===== config.mk =====
export PLATFORM = sky130hd
export DESIGN_NAME = divider_mem_ctrl
export DESIGN_NICKNAME = d
export VERILOG_FILES = /design/src/rtl/divider_mem_ctrl.sv
export SDC_FILE = /design/constraint.sdc
export NUM_CORES = 1
export LEC_CHECK = 0
export ABC_CLOCK_PERIOD_IN_PS = 2000
export BUFFER_PORTS_ARGS = -buffer_cell sky130_fd_sc_hd__buf_2
export CORE_MARGIN = 10
export CORE_UTILIZATION = 53
export CTS_CLUSTER_SIZE = 20
export DETAILED_ROUTE_END_ITERATION = 7
export PLACE_DENSITY = 0.78
export SYNTH_ARGS = -nofsm -noshare
export SYNTH_HDL_FRONTEND = slang
export SYNTH_SLANG_ARGS = --single-unit

===== constraint.sdc =====
create_clock -name clk -period 2 [get_ports clk]
set_input_delay 0.1 -clock clk [delete_from_list [all_inputs] [get_ports clk]]
set_output_delay 0.1 -clock clk [all_outputs]
set_load 0.01 [all_outputs]

===== src/rtl/divider_mem_ctrl.sv =====
// Sequences read, divide and write-back of two CDF lines per batch for the 8-lane divider datapath.
// Latency: RD_LAT+12 cycles per batch plus divide time. No backpressure; stalls only on all_div_done.
// Optional divider watchdog is enabled by defining DIVCTRL_TIMEOUT_EN.
module divider_mem_ctrl #(
    parameter int ADDR_W    = 8,
    parameter int NUM_LINES = 64,
    parameter int RD_BASE   = 0,
    parameter int WR_BASE   = 128,
    parameter int RD_LAT    = 1,
    parameter int TIMEOUT   = 255
) (
    input  logic              clk,
    input  logic              reset,
    input  logic              start,
    input  logic              all_div_done,
    output logic              busy,
    output logic              done,
    output logic              sc_mem_rd_en,
    output logic [ADDR_W-1:0] sc_mem_rd_addr1,
    output logic [ADDR_W-1:0] sc_mem_rd_addr2,
    output logic              sc_mem_rd_data_rdy,
    output logic              div_start,
    output logic              sc_mem_wt_en,
    output logic [ADDR_W-1:0] sc_mem_wt_addr,
    output logic              timeout_err
);
    localparam int K_W = (NUM_LINES > 2) ? $clog2(NUM_LINES / 2) : 1;
    localparam logic [K_W-1:0] K_LAST   = K_W'(NUM_LINES / 2 - 1);
    localparam logic [2:0]     RD_LAT_M1 = 3'(RD_LAT - 1);

    typedef enum logic [3:0] {
        S_IDLE, S_RD_REQ, S_RD_WAIT, S_RDY, S_LATCH, S_START, S_MASK,
        S_DIV_WAIT, S_WR1_WAIT, S_WR1, S_GAP, S_WR2, S_NEXT
    } state_t;

    state_t         state;
    logic [K_W-1:0] k;
    logic [2:0]     cnt;

    // Line 2*kk+odd relative to base, wrapping modulo 2^ADDR_W.
    function automatic logic [ADDR_W-1:0] line_addr(input int base, input logic [K_W-1:0] kk,
                                                    input logic odd);
        return ADDR_W'(base) + ADDR_W'({kk, odd});
    endfunction

`ifdef DIVCTRL_TIMEOUT_EN
    localparam logic [7:0] TO_LAST = 8'(TIMEOUT - 1);
    logic [7:0] wdog;
`else
    assign timeout_err = 1'b0;
`endif

    always_ff @(posedge clk) begin
        if (reset) begin
            state              <= S_IDLE;
            k                  <= '0;
            cnt                <= '0;
            busy               <= 1'b0;
            done               <= 1'b0;
            sc_mem_rd_en       <= 1'b0;
            sc_mem_rd_addr1    <= '0;
            sc_mem_rd_addr2    <= '0;
            sc_mem_rd_data_rdy <= 1'b0;
            div_start          <= 1'b0;
            sc_mem_wt_en       <= 1'b0;
            sc_mem_wt_addr     <= '0;
`ifdef DIVCTRL_TIMEOUT_EN
            wdog               <= '0;
            timeout_err        <= 1'b0;
`endif
        end else begin
            // Strobes are single-cycle; each is raised on entry to its own state.
            done               <= 1'b0;
            sc_mem_rd_en       <= 1'b0;
            sc_mem_rd_data_rdy <= 1'b0;
            div_start          <= 1'b0;
            sc_mem_wt_en       <= 1'b0;
            case (state)
                S_IDLE: begin
                    if (start) begin
                        state           <= S_RD_REQ;
                        busy            <= 1'b1;
                        sc_mem_rd_en    <= 1'b1;
                        sc_mem_rd_addr1 <= line_addr(RD_BASE, k, 1'b0);
                        sc_mem_rd_addr2 <= line_addr(RD_BASE, k, 1'b1);
`ifdef DIVCTRL_TIMEOUT_EN
                        timeout_err     <= 1'b0;
`endif
                    end
                end
                S_RD_REQ: begin
                    state <= S_RD_WAIT;
                    cnt   <= RD_LAT_M1;
                end
                S_RD_WAIT: begin
                    if (cnt == 3'd0) begin
                        state              <= S_RDY;
                        sc_mem_rd_data_rdy <= 1'b1;
                    end else begin
                        cnt <= cnt - 3'd1;
                    end
                end
                S_RDY: begin
                    state <= S_LATCH;
                    cnt   <= 3'd1;
                end
                S_LATCH: begin
                    if (cnt == 3'd0) begin
                        state     <= S_START;
                        div_start <= 1'b1;
                    end else begin
                        cnt <= cnt - 3'd1;
                    end
                end
                S_START: state <= S_MASK;
                S_MASK: begin
                    // Done flags left over from the previous batch are ignored until here.
                    state <= S_DIV_WAIT;
`ifdef DIVCTRL_TIMEOUT_EN
                    wdog  <= '0;
`endif
                end
                S_DIV_WAIT: begin
                    if (all_div_done) begin
                        state <= S_WR1_WAIT;
`ifdef DIVCTRL_TIMEOUT_EN
                    end else if (wdog == TO_LAST) begin
                        state       <= S_IDLE;
                        timeout_err <= 1'b1;
                        done        <= 1'b1;
                        busy        <= 1'b0;
                        k           <= '0;
                    end else begin
                        wdog <= wdog + 8'd1;
`endif
                    end
                end
                S_WR1_WAIT: begin
                    state          <= S_WR1;
                    sc_mem_wt_en   <= 1'b1;
                    sc_mem_wt_addr <= line_addr(WR_BASE, k, 1'b0);
                end
                S_WR1: begin
                    state <= S_GAP;
                    cnt   <= 3'd1;
                end
                S_GAP: begin
                    if (cnt == 3'd0) begin
                        state          <= S_WR2;
                        sc_mem_wt_en   <= 1'b1;
                        sc_mem_wt_addr <= line_addr(WR_BASE, k, 1'b1);
                    end else begin
                        cnt <= cnt - 3'd1;
                    end
                end
                S_WR2: state <= S_NEXT;
                S_NEXT: begin
                    if (k == K_LAST) begin
                        state <= S_IDLE;
                        done  <= 1'b1;
                        busy  <= 1'b0;
                        k     <= '0;
                    end else begin
                        state           <= S_RD_REQ;
                        k               <= k + K_W'(1);
                        sc_mem_rd_en    <= 1'b1;
                        sc_mem_rd_addr1 <= line_addr(RD_BASE, k + K_W'(1), 1'b0);
                        sc_mem_rd_addr2 <= line_addr(RD_BASE, k + K_W'(1), 1'b1);
                    end
                end
                default: state <= S_IDLE;
            endcase
        end
    end
endmodule

# Word-level counts from Yosys, hierarchy flattened
# Index checks and enable logic that the tools add are counted.
dict set report totals {
  register_bits 42
  wordCells 82
  out_inout_bits 31
}
dict set report classes {
  n_reduce_logical 15
  bitwise_logic 3
  muxes 27
  add_sub_neg 4
  n_eq_ne 21
}
# op n
set ops {}
lappend ops {{one-hot mux 4 bit (13 select lines)} 1}
lappend ops {{one-hot mux 8 bit (2 select lines)} 3}
lappend ops {{2-to-1 mux 8 bit} 5}
lappend ops {{== test 4 bit, second input constant} 5}
lappend ops {{2-to-1 mux 4 bit} 5}
lappend ops {{adder 8 x 6 -> 8 bit, first input constant} 2}
lappend ops {{== test 4 x 3 -> 1 bit, second input constant} 4}
lappend ops {{inequality test 2 bit, second input constant} 8}
lappend ops {{one-hot mux 3 bit (3 select lines)} 1}
lappend ops {{== test 4 x 2 -> 1 bit, second input constant} 2}
lappend ops {{OR reduction 2 bit} 4}
lappend ops {{2-to-1 mux 1 bit} 7}
lappend ops {{one-hot mux 1 bit (2 select lines)} 3}
lappend ops {{AND reduction 3 bit} 2}
lappend ops {{adder 5 x 1 -> 5 bit, second input constant} 1}
lappend ops {{== test 5 bit, second input constant} 1}
lappend ops {{2-to-1 mux 5 bit} 1}
lappend ops {{AND reduction 5 bit} 1}
lappend ops {{== test 4 x 1 -> 1 bit, second input constant} 1}
lappend ops {{logical NOT 4 bit} 1}
lappend ops {{AND reduction 2 bit} 2}
lappend ops {{nonzero test 2 bit} 2}
lappend ops {{logical NOT 3 bit} 1}
lappend ops {{2-to-1 mux 3 bit} 1}
lappend ops {{4 further kinds} 6}

# Longest topological paths before layout
# Gate-level depths: netlist of the first run.
dict set report logic_depth {
  depth_word 4
  depth_mapped 8
  mapped_depth_nobuf 7
}

# Least setup slack after synthesis of the first run
# OpenSTA, ideal clock, no wires.
dict set report synth_path {
  path_kind {register to register}
  from {reg k[0]}
  to {reg sc_mem_rd_addr1[2]}
  arrival_ns 1.763
  path_slack_ns 0.157
  stages_incl_launch_ff 9
  path_buffers 1
  cell_sequence {dfxtp_1 ha_1 and3_1 ha_1 nand3b_1 a21boi_4 buf_6 nor2_1 a211oi_2}
}
dict set report synth_via {
  elab_chain_len 3
  elab_cells_between_ends 6
  cone_classes {add/sub: 1; eq/ne: 2; mux: 2; reduce/logical: 1}
}
# element line_no
set synth_lines {}
lappend synth_lines {{start: declaration} 37} ;# logic [K_W-1:0] k;
lappend synth_lines {{start signal: assignment} 165} ;# k <= k + K_W'(1);
lappend synth_lines {{adder 5 x 1 -> 5 bit / == test 5 bit (equally long branches)} {167, 158}}
lappend synth_lines {{2-to-1 mux 8 bit / inequality test 2 bit (equally long branches)} -}
lappend synth_lines {{one-hot mux 8 bit (2 select lines) / AND reduction 3 bit (equally long branches)} -}
lappend synth_lines {{end signal: assignment} 84} ;# sc_mem_rd_addr1 <= line_addr(RD_BASE, k, 1'b0);
lappend synth_lines {{end signal: assignment} 167} ;# sc_mem_rd_addr1 <= line_addr(RD_BASE, k + K_W'(1), 1'b0);
lappend synth_lines {{end: declaration} 19} ;# output logic [ADDR_W-1:0] sc_mem_rd_addr1,
# Parallel ways exist; a longest one is shown, timed or not. The select of a mux whose other input is x is not followed.
# A chain may end at the register's enable or synchronous reset.

# Worst setup path after layout of the first run
dict set report layout_path {
  from {reg k[1]}
  to {reg k[3]}
}
dict set report layout_via {
  elab_chain_len 2
  elab_cells_between_ends 3
  cone_classes {add/sub: 1; eq/ne: 1; mux: 1}
}
# element line_no
set layout_lines {}
lappend layout_lines {{adder 5 x 1 -> 5 bit / == test 5 bit (equally long branches)} {165, 158}}
lappend layout_lines {{2-to-1 mux 5 bit *} 158} ;# if (k == K_LAST) begin
# Mark *: on every way between the ends. The rest lies on a longest branch, timed or not.

==> results of run 1 <==
-- logic make-up (layout without fill, tap and decap cells) --
kind of cell / Yosys count / count (layout) / share of synthesized area, %
xor+xnor: 3 / 3 / 1.66
mux: 8 / 8 / 5.14
flops: 31 / 31 / 39.2
compound gates: 32 / 32 / 16.3
buf+inv: 29 / 46 / 11.7
simple gates: 68 / 68 / 22.5
fa+ha+maj: 4 / 4 / 3.16
other cells: 1 / 7 / 0.237
-- routing by layer --
metal  global-route usage, %  wire length (µm)  up-vias
li1                        -                 -      631
met1                    13.5              1340      579
met2                    22.6              1720       26
met3                    4.60               176        6
met4                    5.88                56        0
met5                       0                 0        -
-- power by group through the flow --
stage | Clock, µW | Sequential [µW] | Combinational (µW)
final | 520 | 682 | 265
after global routing | 562 | 688 | 297
after detailed placement | 0 | 696 | 251
after floorplan | 0 | 691 | 218
after CTS | 533 | 682 | 253
after global placement | 0 | 693 | 239
-- synthesized netlist by cell type, drive strengths merged, types with 3 or more instances --
| cell | instances |
|---|---|
| nand2 | 3 |
| a21oi | 9 |
| o21ai | 6 |
| nor3 | 3 |
| nand2b | 6 |
| a211oi | 5 |
| clkbuf | 5 |
| nand3 | 3 |
| dfxtp | 31 |
| nor2 | 32 |
| buf | 20 |
| nor2b | 5 |
| mux2i | 7 |
| inv | 4 |
| ha | 4 |
-- repair_timing --
item                                    4_1_cts  5_1_grt
endpoints found under the setup margin        0        5
setup buffers                                 0        1
hold endpoints to repair                      0        0
-- worst min-delay path: stages --
cell                      delay [ns]
sky130_fd_sc_hd__buf_2          0.11
sky130_fd_sc_hd__a32oi_1        0.09
sky130_fd_sc_hd__nor2_1         0.07
-- flip-flops by register name, summed over array words and instances, names as in the netlist --
signal              flops
k                       5
done                    1
cnt                     3
busy                    1
sc_mem_rd_data_rdy      1
div_start               1
state                   4
sc_mem_rd_addr1         4
sc_mem_wt_addr          7
sc_mem_wt_en            1
sc_mem_rd_addr2         2
sc_mem_rd_en            1
-- through the flow --
stage	hold WS [ns]	power [µW]	setup slack, ns
6_report	0.0644	1470	0.157
5_1_grt	0.0859	1550	0.0460
4_1_cts	0.0482	1470	0.0908
3_5_place_dp	0.419	947	0.110
3_3_place_gp	0.410	933	0.192
2_1_floorplan	0.191	909	0.157
-- final cells by class --
class / count / area [µm²] / share of cell area (%)
clock inverter: 2 / 35.0 / 1.99
clock buffer: 6 / 51.3 / 2.92
inverter: 4 / 15.0 / 0.853
multi-input combinational: 122 / 798 / 45.4
tap: 31 / 38.8 / 2.20
timing repair buffer: 34 / 200 / 11.4
sequential: 31 / 621 / 35.3
-- path summary, 6_finish.rpt --
check,startpoint,to,slack (ns)
setup / recovery,k[1]$_SDFFE_PP0N_,k[3]$_SDFFE_PP0N_,0.16
hold / removal,start,busy$_SDFFE_PP0P_,0.06
setup reg to reg,k[1]$_SDFFE_PP0N_,k[3]$_SDFFE_PP0N_,0.16
hold reg to reg,sc_mem_rd_addr2[0]$_SDFFE_PP0P_,sc_mem_rd_addr2[0]$_SDFFE_PP0P_,0.48
==> run metrics, run 1 <==
HPWL reported at the end of detailed placement 2390 µm; Final Cell Area about 0.0018 mm²; largest net degree at the start of global routing 34; DRC errors left 0; starting density of the core between 50% and 60%; vias in the first global route approximately 1200; list of cells traversed by the critical path ha_1 -> and3_1 -> ha_1 -> buf_4 -> or4_1 -> a21oi_1; worst path bufs/invs 1; count of flip-flops with a built-in enable after synthesis 0; cell count after synthesis roughly 180; P_int roughly 1100 µW; Sw Pwr between 400 and 500 µW; Final Hold Violating Endpoints 0; sum of routed wire length over all layers approximately 3300 µm; most common cell after layout, fill and taps aside sky130_fd_sc_hd__nor2_1; synth warn 0; Chip Width between 70 and 80 µm; last weighted congestion value of the routability-driven placer 0.856; net count reported at finish 206; cell type with the highest occurrence count on the critical path sky130_fd_sc_hd__ha_1; number of search-and-repair iterations in the first detailed-routing pass 4; sum of negative setup slack 0 ns; kind of critical path register to register; biggest area contributors in the synthesized netlist sky130_fd_sc_hd__dfxtp_1, sky130_fd_sc_hd__nor2_1, sky130_fd_sc_hd__buf_4, sky130_fd_sc_hd__mux2i_1, sky130_fd_sc_hd__ha_1; most used flip-flop cell after synthesis sky130_fd_sc_hd__dfxtp_1; count of maximum capacitance violations 0; RSZ-0062 raised after global routing false; final worst path period need between 1.5 and 2 ns; average cell area after synthesis 8.99 µm²; antenna diode count 0; outcome finished clean; logic depth of the worst setup path including buffers 6; end-of-flow core utilization a little over three fifths; Setup-failing EPs final 0; synth unique cells between 40 and 50; number of I/O port buffers 27; overall track demand over capacity in global routing between 10% and 20%; highest-count cells in the layout ignoring fill and taps sky130_fd_sc_hd__nor2_1, sky130_fd_sc_hd__dfxtp_1, sky130_fd_sc_hd__buf_2; TritonCTS clock tree built; core outline area about 0.0028 mm²; area growth from synthesis to layout 11.2%; global-route wire length before repair 5490 µm; row count 19; post-cts resize count 0; Worst-path clk slew around 0.11 ns; vias post-DR 1242; sequential cell area fraction in the yosys report 39.2%; endpoint type of the worst setup path register; number of pins with negative max-slew slack in the final report 0; Worst setup SP type register; portion of total power attributed to sequential cells between 40% and 50%; proportion of power drawn by combinational gates between 10% and 20%; number of nets still failing antenna checks after routing 0; sinks on the clock net 31; number of filler instances in the final layout 254; buffer type at the clock tree root sky130_fd_sc_hd__clkbuf_4; Crit-path slowest cell sky130_fd_sc_hd__or4_1; Critical Path Max Stage Delay about 0.49 ns; fraction of final layout cells with drive strength greater than 1 between 20% and 30%; final clock skew about 0.0098 ns; H-tree levels 2; routed length per instance 14.3 µm; final cell count without fillers 230; clock buffer count from CTS 5; critical path's top delay family simple AND/OR/NAND/NOR gates; data required time at the worst endpoint roughly 2.3 ns; CP Max Fanout 7; part of the power in the clock network 35.4%; Cells after DPL 221; detail-routed via count per cell 5.40; PwrDens ~830 mW/mm²; Hold Crit Class input pin to register; cell taking the most area after synthesis sky130_fd_sc_hd__dfxtp_1; total standard cell area after synthesis about 0.0016 mm²; period utilization 92.1%; switching fraction of total power between 20% and 30%; FFs w/ async S/R, synth 0%; arrival time reported for the critical path endpoint about 2.1 ns; DIE HEIGHT about 75 µm; Post-CTS Hold Buffers 0; iteration-0 DRC count of the detailed router 53; overall overflow remaining after global route 0; LEAKAGE 0.000791 µW; Placed Instance Area approximately 0.0017 mm²; worst relative slew slack a little under three fifths; fraction of synthesized cell area taken by the top area cell type roughly two fifths; antenna violations before repair 0; number of cells on the worst hold path 3; die area approximately 0.0056 mm²; clock tree buffer depth 2; clk_lat worst skew about 0.34 ns; worst reg-to-reg path cell count 6; highest achievable clock rate about 0.54 GHz; maximum VDD drop ~0.00048 V; number of storage elements in the synthesis netlist 31; I/O pin count 35; pin slew with the least headroom to its limit approximately 0.64 ns
(Power assumes the default switching activity.)
==> run 2, diff against run 1 <==
- CORE_ASPECT_RATIO: not set -> 2
==> run 2 against run 1 <==
Against the previous run:
- fmax decreased by 2.8%
- clock power decreased by 5.6%
- cell count decreased by 0.43%
- non-clock buffer count increased by 1
- largest cell class unchanged
- highest routed layer unchanged
- largest power group unchanged
- register-to-register slack got worse by 0.05 ns
- global-route usage decreased by 0.30 points
- count of clock-buffer cells in the layout unchanged
==> run metrics, run 2 (synthesized netlist as in run 1, its figures left out) <==
outcome finished clean; overall overflow remaining after global route 0 (unchanged); list of cells traversed by the critical path ha_1 -> and3_1 -> ha_1 -> nand3b_1 -> a21boi_4 -> nor2_1 -> a211oi_2; endpoint type of the worst setup path register; area growth from synthesis to layout 10.9%; sum of routed wire length over all layers 3470 µm (+5.4%); Worst setup SP type register; final clock skew 0.00680 ns (-0.00301 ns); number of search-and-repair iterations in the first detailed-routing pass 4 (unchanged); clock tree buffer depth 2 (unchanged); clk_lat worst skew 0.28 ns (-0.06 ns); sinks on the clock net 31 (unchanged); CP Max Fanout 11 (+4); Setup-failing EPs final 0 (unchanged); vias post-DR 1272 (+2.4%); portion of total power attributed to sequential cells 47.8% (+1.3 points); die area 0.00570 mm² (+2.4%); proportion of power drawn by combinational gates 17.7% (-0.4 points); logic depth of the worst setup path including buffers 7 (+1); LEAKAGE 0.000791 µW (unchanged); H-tree levels 2 (unchanged); DRC errors left 0 (unchanged); part of the power in the clock network 34.4% (-1.0 points); Sw Pwr 399 µW (-2.1%); Crit-path slowest cell sky130_fd_sc_hd__dfxtp_1; count of maximum capacitance violations 0 (unchanged); antenna diode count 0 (unchanged); Hold Crit Class input pin to register; number of I/O port buffers 27 (unchanged); maximum VDD drop 0.000454 V (-4.8%); number of filler instances in the final layout 258 (+1.6%); buffer type at the clock tree root sky130_fd_sc_hd__clkbuf_8; Worst-path clk slew 0.06 ns (-0.05 ns); worst relative slew slack 57.0% (-0.48 points); TritonCTS clock tree built; sum of negative setup slack 0 ns (unchanged); Critical Path Max Stage Delay 0.35 ns (-0.14 ns); critical path's top delay family compound AO/OA/AOI/OAI gates; Final Hold Violating Endpoints 0 (unchanged); Worst setup startpoint k[1]$_SDFFE_PP0N_; starting density of the core 54.4% (-2.0 points); data required time at the worst endpoint 2.19 ns (-0.08 ns); number of flip-flops in the largest register 7 (unchanged); number of pins with negative max-slew slack in the final report 0 (unchanged); net count reported at finish 207 (+0.49%); DIE HEIGHT 97.3 µm (+30%); endpoint of the most critical setup path sc_mem_rd_addr1[3]$_SDFFE_PP0P_; area taken by flip-flops and latches 621 µm² (unchanged); Final Cell Area 0.00175 mm² (-0.28%); pin slew with the least headroom to its limit 0.644 ns (+0.00719 ns); highest-count cells in the layout ignoring fill and taps sky130_fd_sc_hd__nor2_1, sky130_fd_sc_hd__dfxtp_1, sky130_fd_sc_hd__buf_2; routed length per instance 15.1 µm (+5.9%); core outline area 0.00291 mm² (+3.7%); largest net degree at the start of global routing 34 (unchanged); launch instance of the worst register-to-register path k[1]$_SDFFE_PP0N_; P_int 1030 µW (-2.9%); worst reg-to-reg path cell count 7 (+1); switching fraction of total power 27.9% (+0.16 points); clock buffer count from CTS 5 (unchanged); PwrDens 814 mW/mm² (-2.4%); period utilization 94.8% (+2.7 points); last weighted congestion value of the routability-driven placer 0.849 (-0.83%); I/O pin count 35 (unchanged); global-route wire length before repair 5740 µm (+4.6%); iteration-0 DRC count of the detailed router 37 (-30%); kind of critical path register to register; detail-routed via count per cell 5.55 (+2.9%); end-of-flow core utilization 60.3% (-2.4 points); vias in the first global route 1273 (+6.3%); row count 28 (+9); fraction of final layout cells with drive strength greater than 1 26.6% (unchanged); post-cts resize count 0 (unchanged); worst reg2reg endpoint sc_mem_rd_addr1[3]$_SDFFE_PP0P_; number of nets still failing antenna checks after routing 0 (unchanged); register with the highest flop count sc_mem_wt_addr; worst path bufs/invs 0 (-1); largest registers ranked by flip-flop count sc_mem_wt_addr: 7 flops, k: 5 flops; Chip Width 58.6 µm (-21%); final worst path period need 1.90 ns (+0.0534 ns); HPWL reported at the end of detailed placement 2620 µm (+9.7%); Hold Path Origin start; cell type with the highest occurrence count on the critical path sky130_fd_sc_hd__ha_1; total power of the final layout 1430 µW (-2.7%); area occupied by multi-input gates 798 µm² (unchanged); Placed Instance Area 0.00165 mm² (about the same); Reg2Reg Setup Slack 0.10 ns (-0.05 ns); overall track demand over capacity in global routing 12.5% (-0.30 points); highest achievable clock rate 0.527 GHz (-2.8%); arrival time reported for the critical path endpoint 2.09 ns (-0.02 ns); antenna violations before repair 0 (unchanged); most common cell after layout, fill and taps aside sky130_fd_sc_hd__nor2_1
[run 2: power by group through the flow]
stage	logic (µW)	clock network, µW	registers (µW)
after floorplan	218	0	691
after global placement	239	0	695
after detailed placement	246	0	696
after CTS	247	499	683
after global routing	282	518	688
final	253	491	683
[run 2: what timing repair did]
action | in CTS | in global routing
setup buffers | 0 | 2
hold buffers | 0 | 0
setup endpoints to repair | 0 | 5
[run 2: worst min path at each step]
stage,to,slack (ns),cells after the start
finish,busy$_SDFFE_PP0P_,0.14,3
detailed placement,busy$_SDFFE_PP0P_,0.43,3
global route,busy$_SDFFE_PP0P_,0.18,3
floorplan,state[1]$_SDFFE_PP0P_,0.19,1
global placement,busy$_SDFFE_PP0P_,0.43,3
CTS,busy$_SDFFE_PP0P_,0.14,3
[run 2: metrics by stage]
stage	hold slack [ns]	std cells	setup slack, ns
after detailed placement	0.428	220	0.0714
after global routing	0.175	229	-0.000600
after CTS	0.138	227	0.0389
after global placement	0.431	220	0.183
final	0.141	229	0.104
after floorplan	0.191	182	0.157
[run 2: layout make-up]
cell class	count	share of cell area, %
Clock buffer	6	4.71
Tap cell	30	2.14
Clock inverter	1	0.285
Timing Repair Buffer	35	11.1
Inverter	4	0.856
Sequential cell	31	35.4
Multi-Input combinational cell	122	45.5
[run 2: worst min-delay path, delay by kind of cell]
kind | cells | cell delay, ns
buf+inv | 1 | 0.12
compound gates | 1 | 0.09
simple gates | 1 | 0.07
[run 2: routing by layer]
layer  vias to the layer above  track usage (%)  wire length [µm]
li1                        634                -                 -
met1                       605             10.7              1200
met2                        24             23.8              2030
met3                         9             3.53               129
met4                         0             6.75               104
met5                         -                0                 0
